File: src/rtl/qc_parity_accumulator_pkg.sv
// Shared types and elaboration helpers for the QC-LDPC parity accumulator.
package qc_enc_pkg;

    typedef enum logic {
        ACC = 1'b0,
        OUT = 1'b1
    } state_t;

    // Ceiling log2 with a one-bit floor so that every counter has a real register.
    function automatic int clog2(input int v);
        int r;
        r = 0;
        for (int p = 1; p < v; p = p * 2) r++;
        if (r < 1) r = 1;
        return r;
    endfunction

    function automatic int bpb(input int m, input int lm);
        return m / lm;
    endfunction

endpackage

File: src/rtl/qc_parity_accumulator_if.sv
// Message-beat input and parity-word output channels of the accumulator.
interface qc_parity_accumulator_if #(
    parameter int M    = 6,
    parameter int LM   = 2,
    parameter int NCOL = 2
) ();
    logic                in_valid;
    logic                in_ready;
    logic [LM-1:0]       in_msg;
    logic [NCOL*M-1:0]   in_f;
    logic                in_last;
    logic                par_valid;
    logic                par_ready;
    logic [NCOL*M-1:0]   par_data;
    logic                err_len;

    modport master (
        output in_valid, in_msg, in_f, in_last, par_ready,
        input  in_ready, par_valid, par_data, err_len
    );

    modport slave (
        input  in_valid, in_msg, in_f, in_last, par_ready,
        output in_ready, par_valid, par_data, err_len
    );
endinterface

File: src/rtl/qc_parity_accumulator_mac.sv
// One circulant column: LM message bits times the rotated first row, giving an M-bit partial product.
module circulant_mac_slice
    import qc_enc_pkg::*;
#(
    parameter int M  = 6,
    parameter int LM = 2,
    localparam int OFF_W = clog2(M),
    localparam int IDX_W = clog2(2 * M)
) (
    input  logic [M-1:0]     f_i,
    input  logic [LM-1:0]    msg_i,
    input  logic [OFF_W-1:0] off_i,
    output logic [M-1:0]     pp_o
);
    // off+j+k never reaches 2M, so a doubled row replaces the modulo.
    logic [2*M-1:0] f_dbl;
    assign f_dbl = {f_i, f_i};

    for (genvar gi = 0; gi < M; gi++) begin : g_bit
        logic [LM-1:0] terms;
        for (genvar gj = 0; gj < LM; gj++) begin : g_term
            logic [IDX_W-1:0] idx;
            assign idx         = IDX_W'(off_i) + IDX_W'(gi + gj);
            assign terms[gj]   = msg_i[gj] & f_dbl[idx];
        end
        assign pp_o[gi] = ^terms;
    end

endmodule

File: src/rtl/qc_parity_accumulator.sv
// Accumulates NBLK blocks of message beats against NCOL circulant columns and hands out the parity word.
module qc_parity_accumulator
    import qc_enc_pkg::*;
#(
    parameter int M    = 6,
    parameter int LM   = 2,
    parameter int NCOL = 2,
    parameter int NBLK = 2
) (
    input  logic                    clk,
    input  logic                    rst,
    qc_parity_accumulator_if.slave  bus
);
    localparam int BPB    = bpb(M, LM);
    localparam int BEAT_W = clog2(BPB);
    localparam int BLK_W  = clog2(NBLK);
    localparam int OFF_W  = clog2(M);
    localparam int W      = NCOL * M;

    if ((M % LM) != 0) begin : g_bad_params
        $error("qc_parity_accumulator: M must be a multiple of LM");
    end

    state_t            state_q, state_d;
    logic [BEAT_W-1:0] beat_q, beat_d;
    logic [BLK_W-1:0]  blk_q, blk_d;
    logic [W-1:0]      acc_q, acc_d;
    logic [W-1:0]      f_q, f_d;
    logic [W-1:0]      par_data_q, par_data_d;
    logic              par_valid_q, par_valid_d;
    logic              err_len_q, err_len_d;

    logic [OFF_W-1:0]  off;
    logic [W-1:0]      f_use;
    logic [W-1:0]      partial;
    logic              accept, last_beat, final_beat;

    assign off        = OFF_W'(int'(beat_q) * LM);
    // First rows are only sampled on a block's first beat and reused for the rest of it.
    assign f_use      = (beat_q == '0) ? bus.in_f : f_q;
    assign accept     = bus.in_valid && bus.in_ready;
    assign last_beat  = (beat_q == BEAT_W'(BPB - 1));
    assign final_beat = last_beat && (blk_q == BLK_W'(NBLK - 1));

    for (genvar gi = 0; gi < NCOL; gi++) begin : g_col
        circulant_mac_slice #(.M(M), .LM(LM)) u_mac (
            .f_i   (f_use[gi*M +: M]),
            .msg_i (bus.in_msg),
            .off_i (off),
            .pp_o  (partial[gi*M +: M])
        );
    end

    assign bus.in_ready  = (state_q == ACC);
    assign bus.par_valid = par_valid_q;
    assign bus.par_data  = par_data_q;
    assign bus.err_len   = err_len_q;

    always_comb begin
        state_d     = state_q;
        beat_d      = beat_q;
        blk_d       = blk_q;
        acc_d       = acc_q;
        f_d         = f_q;
        par_data_d  = par_data_q;
        par_valid_d = par_valid_q;
        err_len_d   = 1'b0;
        case (state_q)
            ACC: begin
                if (accept) begin
                    if (beat_q == '0) f_d = bus.in_f;
                    if (final_beat) begin
                        par_data_d  = acc_q ^ partial;
                        par_valid_d = 1'b1;
                        acc_d       = '0;
                        beat_d      = '0;
                        blk_d       = '0;
                        state_d     = OUT;
                        err_len_d   = !bus.in_last;
                    end else if (bus.in_last) begin
                        // Early in_last: source and counters disagree, drop the frame.
                        acc_d     = '0;
                        beat_d    = '0;
                        blk_d     = '0;
                        err_len_d = 1'b1;
                    end else begin
                        acc_d = acc_q ^ partial;
                        if (last_beat) begin
                            beat_d = '0;
                            blk_d  = blk_q + BLK_W'(1);
                        end else begin
                            beat_d = beat_q + BEAT_W'(1);
                        end
                    end
                end
            end
            OUT: begin
                if (bus.par_ready) begin
                    par_valid_d = 1'b0;
                    state_d     = ACC;
                end
            end
            default: state_d = ACC;
        endcase
    end

    always_ff @(posedge clk) begin
        if (rst) begin
            state_q     <= ACC;
            beat_q      <= '0;
            blk_q       <= '0;
            acc_q       <= '0;
            f_q         <= '0;
            par_data_q  <= '0;
            par_valid_q <= 1'b0;
            err_len_q   <= 1'b0;
        end else begin
            state_q     <= state_d;
            beat_q      <= beat_d;
            blk_q       <= blk_d;
            acc_q       <= acc_d;
            f_q         <= f_d;
            par_data_q  <= par_data_d;
            par_valid_q <= par_valid_d;
            err_len_q   <= err_len_d;
        end
    end

endmodule

File: src/flat_wrapper.sv
// flat-port wrapper written by rule: the top's interface ports become plain ports
module qc_parity_accumulator_flat import qc_enc_pkg::*;
#(
    parameter int M    = 6,
    parameter int LM   = 2,
    parameter int NCOL = 2,
    parameter int NBLK = 2
)
  (clk, rst, bus_in_valid, bus_in_msg, bus_in_f, bus_in_last, bus_par_ready, bus_in_ready, bus_par_valid, bus_par_data, bus_err_len);
  qc_parity_accumulator_if #(.M(M), .LM(LM), .NCOL(NCOL)) bus_i ();
  input  logic clk;
  input  logic rst;
  input wire logic [$bits(bus_i.in_valid)-1:0] bus_in_valid;
  input wire logic [$bits(bus_i.in_msg)-1:0] bus_in_msg;
  input wire logic [$bits(bus_i.in_f)-1:0] bus_in_f;
  input wire logic [$bits(bus_i.in_last)-1:0] bus_in_last;
  input wire logic [$bits(bus_i.par_ready)-1:0] bus_par_ready;
  output wire logic [$bits(bus_i.in_ready)-1:0] bus_in_ready;
  output wire logic [$bits(bus_i.par_valid)-1:0] bus_par_valid;
  output wire logic [$bits(bus_i.par_data)-1:0] bus_par_data;
  output wire logic [$bits(bus_i.err_len)-1:0] bus_err_len;
  assign bus_i.in_valid = bus_in_valid;
  assign bus_i.in_msg = bus_in_msg;
  assign bus_i.in_f = bus_in_f;
  assign bus_i.in_last = bus_in_last;
  assign bus_i.par_ready = bus_par_ready;
  assign bus_in_ready = bus_i.in_ready;
  assign bus_par_valid = bus_i.par_valid;
  assign bus_par_data = bus_i.par_data;
  assign bus_err_len = bus_i.err_len;
  qc_parity_accumulator #(.M(M), .LM(LM), .NCOL(NCOL), .NBLK(NBLK)) u_core (.clk(clk), .rst(rst), .bus(bus_i));
endmodule
File: config.mk
export PLATFORM = sky130hd
export DESIGN_NAME = qc_parity_accumulator_flat
export DESIGN_NICKNAME = d
export VERILOG_FILES = /design/src/rtl/qc_parity_accumulator_pkg.sv /design/src/rtl/qc_parity_accumulator_if.sv /design/src/rtl/qc_parity_accumulator_mac.sv /design/src/rtl/qc_parity_accumulator.sv /design/src/flat_wrapper.sv
export SDC_FILE = /design/constraint.sdc
export NUM_CORES = 1
export LEC_CHECK = 0
export BUFFER_PORTS_ARGS = -buffer_cell sky130_fd_sc_hd__buf_2
export CAP_MARGIN = 20
export CORE_ASPECT_RATIO = 1.25
export CORE_MARGIN = 4
export CORE_UTILIZATION = 52
export CTS_CLUSTER_SIZE = 12
export DETAILED_ROUTE_END_ITERATION = 16
export PLACE_DENSITY = 0.76
export REMOVE_ABC_BUFFERS = 1
export SYNTH_ARGS = -nofsm -noshare
export SYNTH_HDL_FRONTEND = slang
export SYNTH_SLANG_ARGS = --single-unit
File: constraint.sdc
create_clock -name clk -period 2.36 [get_ports clk]
set_input_delay 0.118 -clock clk [delete_from_list [all_inputs] [get_ports clk]]
set_output_delay 0.118 -clock clk [all_outputs]
set_load 0.01 [all_outputs]
After elaboration in Yosys (flattened, before gate mapping)
Index checks and enable logic that the tools add are counted.
Storage, ports and cells
  output and inout bits: 15
  input port bits: 19
  flip-flop bits (word level): 42
Operators by class
  $add $sub $neg: 8
  bitwise gates (word level): 27
  eq/ne operators: 4
  order comparisons: 7
  mux-type cells: 47
  reduce and logical (&&, ||, !) cells: 22
Operator list (count)
  1-bit binary-select mux with 4-bit select: 12
  12-bit 2-to-1 mux: 3
  4-bit by 5-bit less-than comparator with 1-bit output (second input constant): 6
  1-bit 2-to-1 mux: 25
  1-bit AND: 24
  2-bit parity: 12
  3-bit by 3-bit adder with 4-bit output (second input constant): 3
  12-bit bitwise XOR: 1
  3-bit AND reduction: 3
  3-bit by 2-bit adder with 4-bit output (second input constant): 2
  2-bit 2-to-1 mux: 3
  2-bit != test (second input constant): 3
  3-bit by 5-bit less-than comparator with 1-bit output (second input constant): 1
  3-bit by 1-bit adder with 4-bit output (second input constant): 1
  1-bit binary-select mux with 2-bit select: 2
  1-bit case mux with 2 select lines: 2
  3-bit nonzero test: 1
  3-bit OR reduction: 1
  2-bit by 1-bit adder with 2-bit output (second input constant): 1
  2-bit == test (second input constant): 1
  1-bit logical AND: 2
  2-bit logical NOT: 1
  1-bit inverter: 2
  2-bit AND reduction: 1
  other kinds (2): 2

Depth between registers and ports, before layout
Gate-level depths: netlist of the first run.
  word-level depth: 9
  gate-level depth with buffers: 12
  gate-level depth less buffers: 8

Hierarchy
From an unflattened synthesis of the first run, not the netlist that was laid out.
Second synthesis, totals
  cell total of the unflattened synthesis: 394
  area total of the unflattened synthesis: 3488.3 um2
Modules (own cells, without submodules)
  qc_parity_accumulator: cells an instance 208, area an instance 1979.4 um2, instances 1
  circulant_mac_slice: cells an instance 93, area an instance 754.5 um2, instances 2

Least setup slack after synthesis of the first run
No wires, ideal clock.
  path kind: register to register
  from: reg u_core.beat_q[0]
  to: reg u_core.acc_q[4]
  data required time: 2.243 ns
  cell stages (with the launch flop): 13
  setup time: 0.117 ns
  path slack: -0.131 ns
  arrival time: 2.374 ns
  cell sequence: dfxtp_1 > buf_6 > buf_4 > inv_1 > ha_1 > buf_6 > buf_12 > mux2_4 > nand3_1 > o221ai_1 > xor2_1 > o21ai_0 > a22o_1
On the way
  word-level cells in the longest chain between the ends: 9
  elaborated cells between the ends (all ways): 16
  classes of those cells: add/sub: 2; eq/ne: 1; mux: 7; bitwise: 3; reduce/logical: 3
RTL lines
  start, declared: RTL line qc_parity_accumulator.sv:25  | logic [BEAT_W-1:0] beat_q, beat_d;
  start signal, assigned: RTL line qc_parity_accumulator.sv:119  | beat_q <= beat_d;
  parallel branches: the longest is 8 deep, another holds 3-bit by 3-bit adder with 4-bit output
  12-bit 2-to-1 mux (*): RTL line qc_parity_accumulator.sv:72  | if (final_beat) begin
  end signal, assigned: RTL line qc_parity_accumulator.sv:112  | acc_q <= '0;
  end signal, assigned: RTL line qc_parity_accumulator.sv:121  | acc_q <= acc_d;
  end, declared: RTL line qc_parity_accumulator.sv:27  | logic [W-1:0] acc_q, acc_d;
Mark *: on every way between the ends. The select of a mux whose other input is x is not followed.
A chain may end at the register's enable or synchronous reset.

Worst setup path after layout of the first run
  from: reg u_core.beat_q[0]
  to: reg u_core.par_data_q[3] (netlist: u_core.bus.par_data[3])
On the way
  word-level cells in the longest chain between the ends: 7
  elaborated cells between the ends (all ways): 15
  classes of those cells: add/sub: 2; eq/ne: 1; mux: 5; bitwise: 3; reduce/logical: 4
RTL lines
  parallel branches: the longest is 7 deep, another holds 3-bit by 2-bit adder with 4-bit output
  end signal, assigned: RTL line qc_parity_accumulator.sv:123  | par_data_q <= par_data_d;
  end, declared: RTL line qc_parity_accumulator.sv:29  | logic [W-1:0] par_data_q, par_data_d;
Several ways; the timed one is not identified. The select of a mux whose other input is x is not followed.

==> metrics.csv, run 1 <==
stage,metric,value,unit
status,outcome,"finished, final reports clean",
sta,finalMaxSlewViolations,0,
yosys,yosys_warnings,0,
detailed_routing,drtAntennaViolNets,0,
floorplan,initial_core_util,53.58,%
setup_path,critPathCaptureType,flop,
sta,holdWs,0.09208,ns
detailed_routing,wl,6248,um
global_route,grt.total_usage,19.55,%
yosys,synthFlopType,dfxtp_1,
yosys,avgSynthCellArea,8.890,um^2
floorplan,core,0.005044,mm^2
pwr,power.density,544.5,mW/mm^2
pwr,ir_drop,0.3277,mV
detailed_routing,routedWlPerCell,15.24,um
sta,setup_viol,0,
global_route,grt_pass1_vias,2137,
yosys,synth-seq-cells,42,
setup_path,rrSetupSlack,0.07,ns
detailed_routing,dr.pass1.iters,4,
finish,drive_gt1_share,28.16,%
detailed_routing,vias_per_cell,5.754,
clocking,cts-root-buf,clkbuf_8,
finish,finalNetCount,372,
setup_path,cp.arrival,2.49,ns
floorplan,die_x,72.48,um
detailed_routing,drtIter0Drc,173,
yosys,synth_cell_types,48,
clocking,clk_latency,0.30,ns
yosys,syn_area,0.002703,mm^2
sta,slew_headroom,65.52,%
floorplan,dieArea,0.006422,mm^2
global_route,antenna_found_initial,0,
global_route,grt_pass1_wl,9901,um
setup_path,rr_endpoint,u_core.bus.par_data[3],
clocking,cts_tree,yes,
global_route,grt_overflow_total,0,
finish,final_util,64.20,%
finish,area_delta_synth_final,19.81,%
setup_path,required,2.56,ns
setup_path,reg2reg_from,u_core.beat_q[0],
clocking,path_clk_slew,0.09,ns
sta,final.period_utilization,97.02,%
floorplan,fp-row-count,29,
detailed_routing,remaining_drc_errors,0,
worst_hold_path,hold_class,primary input to flop,
sta,worst_slew_pin_slew,0.5160,ns
clocking,cts_buffers,5,
global_route,met1_usage,25.37,%
setup_path,path_max_fanout,6,
setup_path,crit_end,u_core.bus.par_data[3],
floorplan,ios,34,
flow_run,maxCapViolCount,0,
yosys,netlist_instances,304,
setup_path,rr_worst_depth,9,
global_route,grt_util_met2,32.81,%
clocking,htreeDepth,2,
finish,diodes,0,
global_route,grt_busiest_layer,met2,
place,place_congestion,0.9127,
place,portBuffers,33,
worst_hold_path,hp-start,bus_par_ready,
yosys,synthArstFlopShare,0,%
yosys,synth_edf_count,0,
sta,rsz0062_at_grt,true,
sta,fin_crit,2.290,ns
floorplan,die_h,88.60,um
sta,fmax,0.4368,GHz
clocking,clk_path_buf_depth,2,
setup_path,cp-startpoint,u_core.beat_q[0],
yosys,ys_seq_area_share,31.11,%
detailed_routing,vias,2359,
global_route,use_met3,3.068,%
clocking,cts_sinks,42,
sta,finalHoldViolations,0,
place,dpl.hpwl,4458,um
pwr,p_leak,1.283,nW
sta,finClkSkew,0.009948,ns
setup_path,crit_path_start_kind,flop,
global_route,grt_max_degree,25,
setup_path,crit_type,flop to flop,
[timing repair]
item	in CTS	in global routing
gates resized for setup	3	21
pin swaps	2	8
hold buffers	0	0
buffers inserted	0	6
cloned	0	1
setup endpoints to repair	14	19
[final cells by class]
class | instances | area [um^2]
Multi-Input combinational cell | 241 | 1863
Clock inverter | 2 | 12.51
Sequential cell | 42 | 842.1
Timing Repair Buffer | 52 | 341.6
Inverter | 5 | 18.77
Fill cell | 434 | 1805
Tap cell | 62 | 77.57
Clock buffer | 6 | 82.58
[report_power, final]
group / internal (mW) / leakage [nW] / switching [mW]
clock: 0.235 / 0.0472 / 0.261
combinational: 0.232 / 0.893 / 0.252
sequential: 0.747 / 0.343 / 0.0358
total: 1.21 / 1.28 / 0.549
[metrics by stage]
| step | worst slack, ns | setup TNS [ns] | cell area (um^2) | cells | power, mW |
|---|---|---|---|---|---|
| 6_report | 0.07036 | 0 | 3238 | 410 | 1.763 |
| 5_1_grt | -0.05325 | -0.1261 | 3238 | 410 | 1.852 |
| 4_1_cts | 0.003810 | 0 | 3035 | 403 | 1.719 |
| 3_5_place_dp | -0.06616 | -0.3150 | 2928 | 395 | 1.219 |
| 3_3_place_gp | -0.01065 | -0.01065 | 2928 | 395 | 1.211 |
| 2_1_floorplan | -0.9042 | -14.80 | 2582 | 288 | 1.102 |
[cell families (layout without fill, tap and decap cells)]
logic type | count (synthesis) | in the layout | share of synthesized area [%]
xor gates and xnor gates | 27 | 27 | 9.028
adders and majority gates | 6 | 6 | 2.778
DFF | 42 | 42 | 31.11
muxes | 25 | 25 | 13.06
AOI/OAI and AO/OA | 80 | 80 | 20.23
buffers and inverters | 21 | 65 | 5.139
and+or+nand+nor | 103 | 103 | 18.66
[worst max-delay path, cell delays in order, from the launching register on]
cell	delay, ns
dfxtp_2	0.34
inv_1	0.07
buf_4	0.16
ha_4	0.27
or3b_4	0.43
a21oi_4	0.19
o31ai_2	0.10
xnor2_1	0.30
xnor2_1	0.13
a22o_1	0.21
[synthesized netlist by cell type, drive strengths merged (9+ instances only)]
library cell	n	area, um^2
a211oi	9	67.56
dfxtp	42	840.8
nor2	24	90.09
mux2i	21	274.0
clkbuf	10	61.32
o21ai	22	113.9
a21oi	16	83.83
a22o	9	78.83
xnor2	19	173.9
nand3	14	70.07
nor3	9	50.05
nand2	30	112.6
[state kept, by name, summed over array words and instances, names as in the netlist]
name / count
u_core.acc_q: 12
u_core.bus.par_data: 12
u_core.f_q: 12
u_core.beat_q: 2
u_core.blk_q: 1
u_core.bus.err_len: 1
u_core.bus.par_valid: 1
u_core.state_q: 1
[how the worst min path moves through the flow]
stage / to / slack (ns) / cells past startpoint
2_1_floorplan: u_core.beat_q[0] / 0.19 / 1
3_3_place_gp: u_core.f_q[9] / 0.38 / 3
3_5_place_dp: u_core.f_q[9] / 0.39 / 3
4_1_cts: u_core.f_q[9] / 0.08 / 3
5_1_grt: u_core.bus.par_valid / 0.12 / 4
6_report: u_core.state_q / 0.09 / 3
[cells in the final DEF (no fill, tap or decap), drive strengths merged]
master / n
clkinvlp: 1
or3: 4
ha: 6
clkbuf: 7
nor2: 24
nand3b: 8
o21ai: 22
inv: 5
nand2: 30
buf: 51
mux2i: 21
dfxtp: 42
nand3: 14
a211oi: 9
nor3: 9
o22ai: 6
clkinv: 1
xor2: 8
or3b: 1
nor2b: 4
xnor2: 19
mux4: 2
a31oi: 2
mux2: 2
and2: 2
or4: 1
or2: 2
a21oi: 16
o221ai: 8
nand2b: 4
a22o: 9
o31ai: 8
[layer usage]
layer	part of all wire, %	up-vias	routed length [um]
met2	49	60	3088
met3	5.2	10	328
met5	0	-	0
li1	-	1192	-
met4	2.2	0	138
met1	43	1097	2693
Note: power is estimated with default switching activity, not from simulation.
==> run 2, diff against run 1 <==
--- a/config.mk
+++ b/config.mk
@@ -10,8 +10,8 @@
 export CORE_ASPECT_RATIO = 1.25
 export CORE_MARGIN = 4
 export CORE_UTILIZATION = 52
-export CTS_CLUSTER_SIZE = 12
 export DETAILED_ROUTE_END_ITERATION = 16
+export HOLD_SLACK_MARGIN = 0.12
 export PLACE_DENSITY = 0.76
 export REMOVE_ABC_BUFFERS = 1
 export SYNTH_ARGS = -nofsm -noshare
==> metrics.csv, run 2 (synthesized netlist as in run 1, its figures left out) <==
stage,metric,value,unit,change
clocking,cts_sinks,42,,unchanged
sta,setup_tns,0,ns,unchanged
setup_path,critPathCaptureType,flop,,
clocking,htreeDepth,2,,unchanged
setup_path,crit_path_start_kind,flop,,
status,outcome,"finished, final reports clean",,
pwr,total_power,1.771,mW,+0.45%
sta,finalMaxSlewViolations,0,,unchanged
clocking,clk_path_buf_depth,2,,unchanged
clocking,cts_buffers,5,,unchanged
floorplan,fp-row-count,29,,unchanged
floorplan,die_x,72.48,um,unchanged
floorplan,core,0.005044,mm^2,unchanged
detailed_routing,drtIter0Drc,164,,-5.2%
finish,final_common_cell,dfxtp_1,,
detailed_routing,vias,2389,,+1.3%
pwr,ir_drop,0.3266,mV,-0.37%
clocking,cts-root-buf,clkbuf_8,,
detailed_routing,remaining_drc_errors,0,,unchanged
setup_path,rr_endpoint,u_core.bus.par_data[3],,
detailed_routing,routedWlPerCell,15.29,um,+0.33%
detailed_routing,drtAntennaViolNets,0,,unchanged
finish,finalNetCount,376,,+1.1%
setup_path,required,2.56,ns,about the same
setup_path,rrSetupSlack,0.07,ns,about the same
setup_path,path_max_fanout,6,,unchanged
finish,diodes,0,,unchanged
pwr,power.density,540.3,mW/mm^2,-0.77%
setup_path,crit_type,flop to flop,,
sta,fin_crit,2.294,ns,+0.004028 ns
flow_run,maxCapViolCount,0,,unchanged
global_route,grt_max_degree,25,,unchanged
finish,multi_input_area,0.001863,mm^2,unchanged
floorplan,dieArea,0.006422,mm^2,unchanged
clocking,cts_tree,yes,,
finish,final_util,65.00,%,+0.79 points
finish,drive_gt1_share,27.84,%,-0.32 points
sta,final.period_utilization,97.19,%,+0.17 points
sta,slew_headroom,65.65,%,+0.13 points
detailed_routing,wl,6330,um,+1.3%
global_route,grt_overflow_total,0,,unchanged
global_route,grt.total_usage,19.81,%,+0.26 points
finish,fill_cells,426,,-1.8%
setup_path,cp.arrival,2.50,ns,about the same
floorplan,ios,34,,unchanged
floorplan,initial_core_util,53.58,%,unchanged
setup_path,crit_end,u_core.bus.par_data[3],,
detailed_routing,dr.pass1.iters,4,,unchanged
setup_path,reg2reg_from,u_core.beat_q[0],,
finish,area_delta_synth_final,21.30,%,
clocking,clk_latency,0.30,ns,about the same
sta,fmax,0.4360,GHz,-0.18%
place,portBuffers,33,,unchanged
detailed_routing,vias_per_cell,5.771,,+0.29%
floorplan,die_h,88.60,um,unchanged
finish,final_cell_mix,"dfxtp_1 (41), buf_2 (33), nand2_1 (30), nor2_1 (24), o21ai_0 (17)",,
setup_path,cp-startpoint,u_core.beat_q[0],,
clocking,path_clk_slew,0.09,ns,about the same
pwr,p_leak,1.300,nW,+1.3%
sta,holdWs,0.1242,ns,+0.03208 ns
finish,seq_area,842.1,um^2,unchanged
sta,worst_slew_pin_slew,0.5140,ns,-0.001967 ns
sta,finClkSkew,0.01059,ns,+0.0006439 ns
worst_hold_path,hold_class,primary input to flop,,
sta,rsz0062_at_grt,true,,
sta,setup_viol,0,,unchanged
place,place_congestion,0.9127,,unchanged
sta,finalHoldViolations,0,,unchanged
setup_path,rr_worst_depth,9,,unchanged
global_route,grt_pass1_vias,2172,,+1.6%
global_route,antenna_found_initial,0,,unchanged
place,dpl.hpwl,4458,um,unchanged
global_route,grt_pass1_wl,10040,um,+1.4%
run 2: cell types whose count changed in the layout (fill, tap and decap cells not counted), sizes merged:
cell and delta:
dlygate4sd3 +4
run 2: worst max-delay path: stages, from the launching register on:
cell and delay, ns:
dfxtp_2 0.34, inv_1 0.07, buf_4 0.16, ha_4 0.27, or3b_4 0.43, a21oi_4 0.19
o31ai_2 0.10, xnor2_1 0.30, xnor2_1 0.13, a22o_1 0.21
run 2: worst min path at each step:
stage	depth (start not counted)	startpoint	to	slack, ns
finish	3	bus_in_last	u_core.blk_q	0.12
floorplan	1	rst	u_core.beat_q[0]	0.19
detailed placement	3	bus_in_f[9]	u_core.f_q[9]	0.39
global route	2	rst	u_core.bus.par_valid	0.15
global placement	3	bus_in_f[9]	u_core.f_q[9]	0.38
CTS	3	bus_in_last	u_core.blk_q	0.12
run 2: power by group:
part	leakage (nW)	internal, mW	total (mW)	switching (mW)
clock network	0.0472	0.235	0.498	0.263
registers	0.343	0.747	0.783	0.0359
logic	0.909	0.236	0.490	0.254
total	1.30	1.22	1.77	0.553
run 2: cell type report:
class / instances / share of cell area, %
Sequential cell: 42 / 25.69
Inverter: 5 / 0.5725
Timing Repair Buffer: 56 / 11.64
Tap cell: 62 / 2.366
Clock buffer: 6 / 2.519
Multi-Input combinational cell: 241 / 56.83
Clock inverter: 2 / 0.3817
run 2: through the flow:
step / std cells / instance area, um^2 / worst slack (ns)
after CTS: 407 / 3075 / 0.003810
after detailed placement: 395 / 2928 / -0.06616
after global placement: 395 / 2928 / -0.01065
after floorplan: 288 / 2582 / -0.9042
after global routing: 414 / 3278 / -0.05125
final: 414 / 3278 / 0.06634
run 2: per-layer routing:
layer | vias to the layer above | part of all wire [%] | GRT usage (%) | wire length [um]
met4 | 0 | 2.4 | 7.215 | 154
met1 | 1110 | 43 | 25.58 | 2735
li1 | 1200 | - | - | -
met3 | 13 | 4.9 | 3.068 | 313
met2 | 66 | 49 | 33.47 | 3127
met5 | - | 0 | 0 | 0
run 2: repair_timing:
action | CTS | global route
gates cloned | 0 | 1
pin swaps | 2 | 8
hold buffers | 4 | 0
hold endpoints to repair | 5 | 0
buffers inserted | 0 | 6
endpoints found under the setup margin | 14 | 19
gates resized for setup | 3 | 21
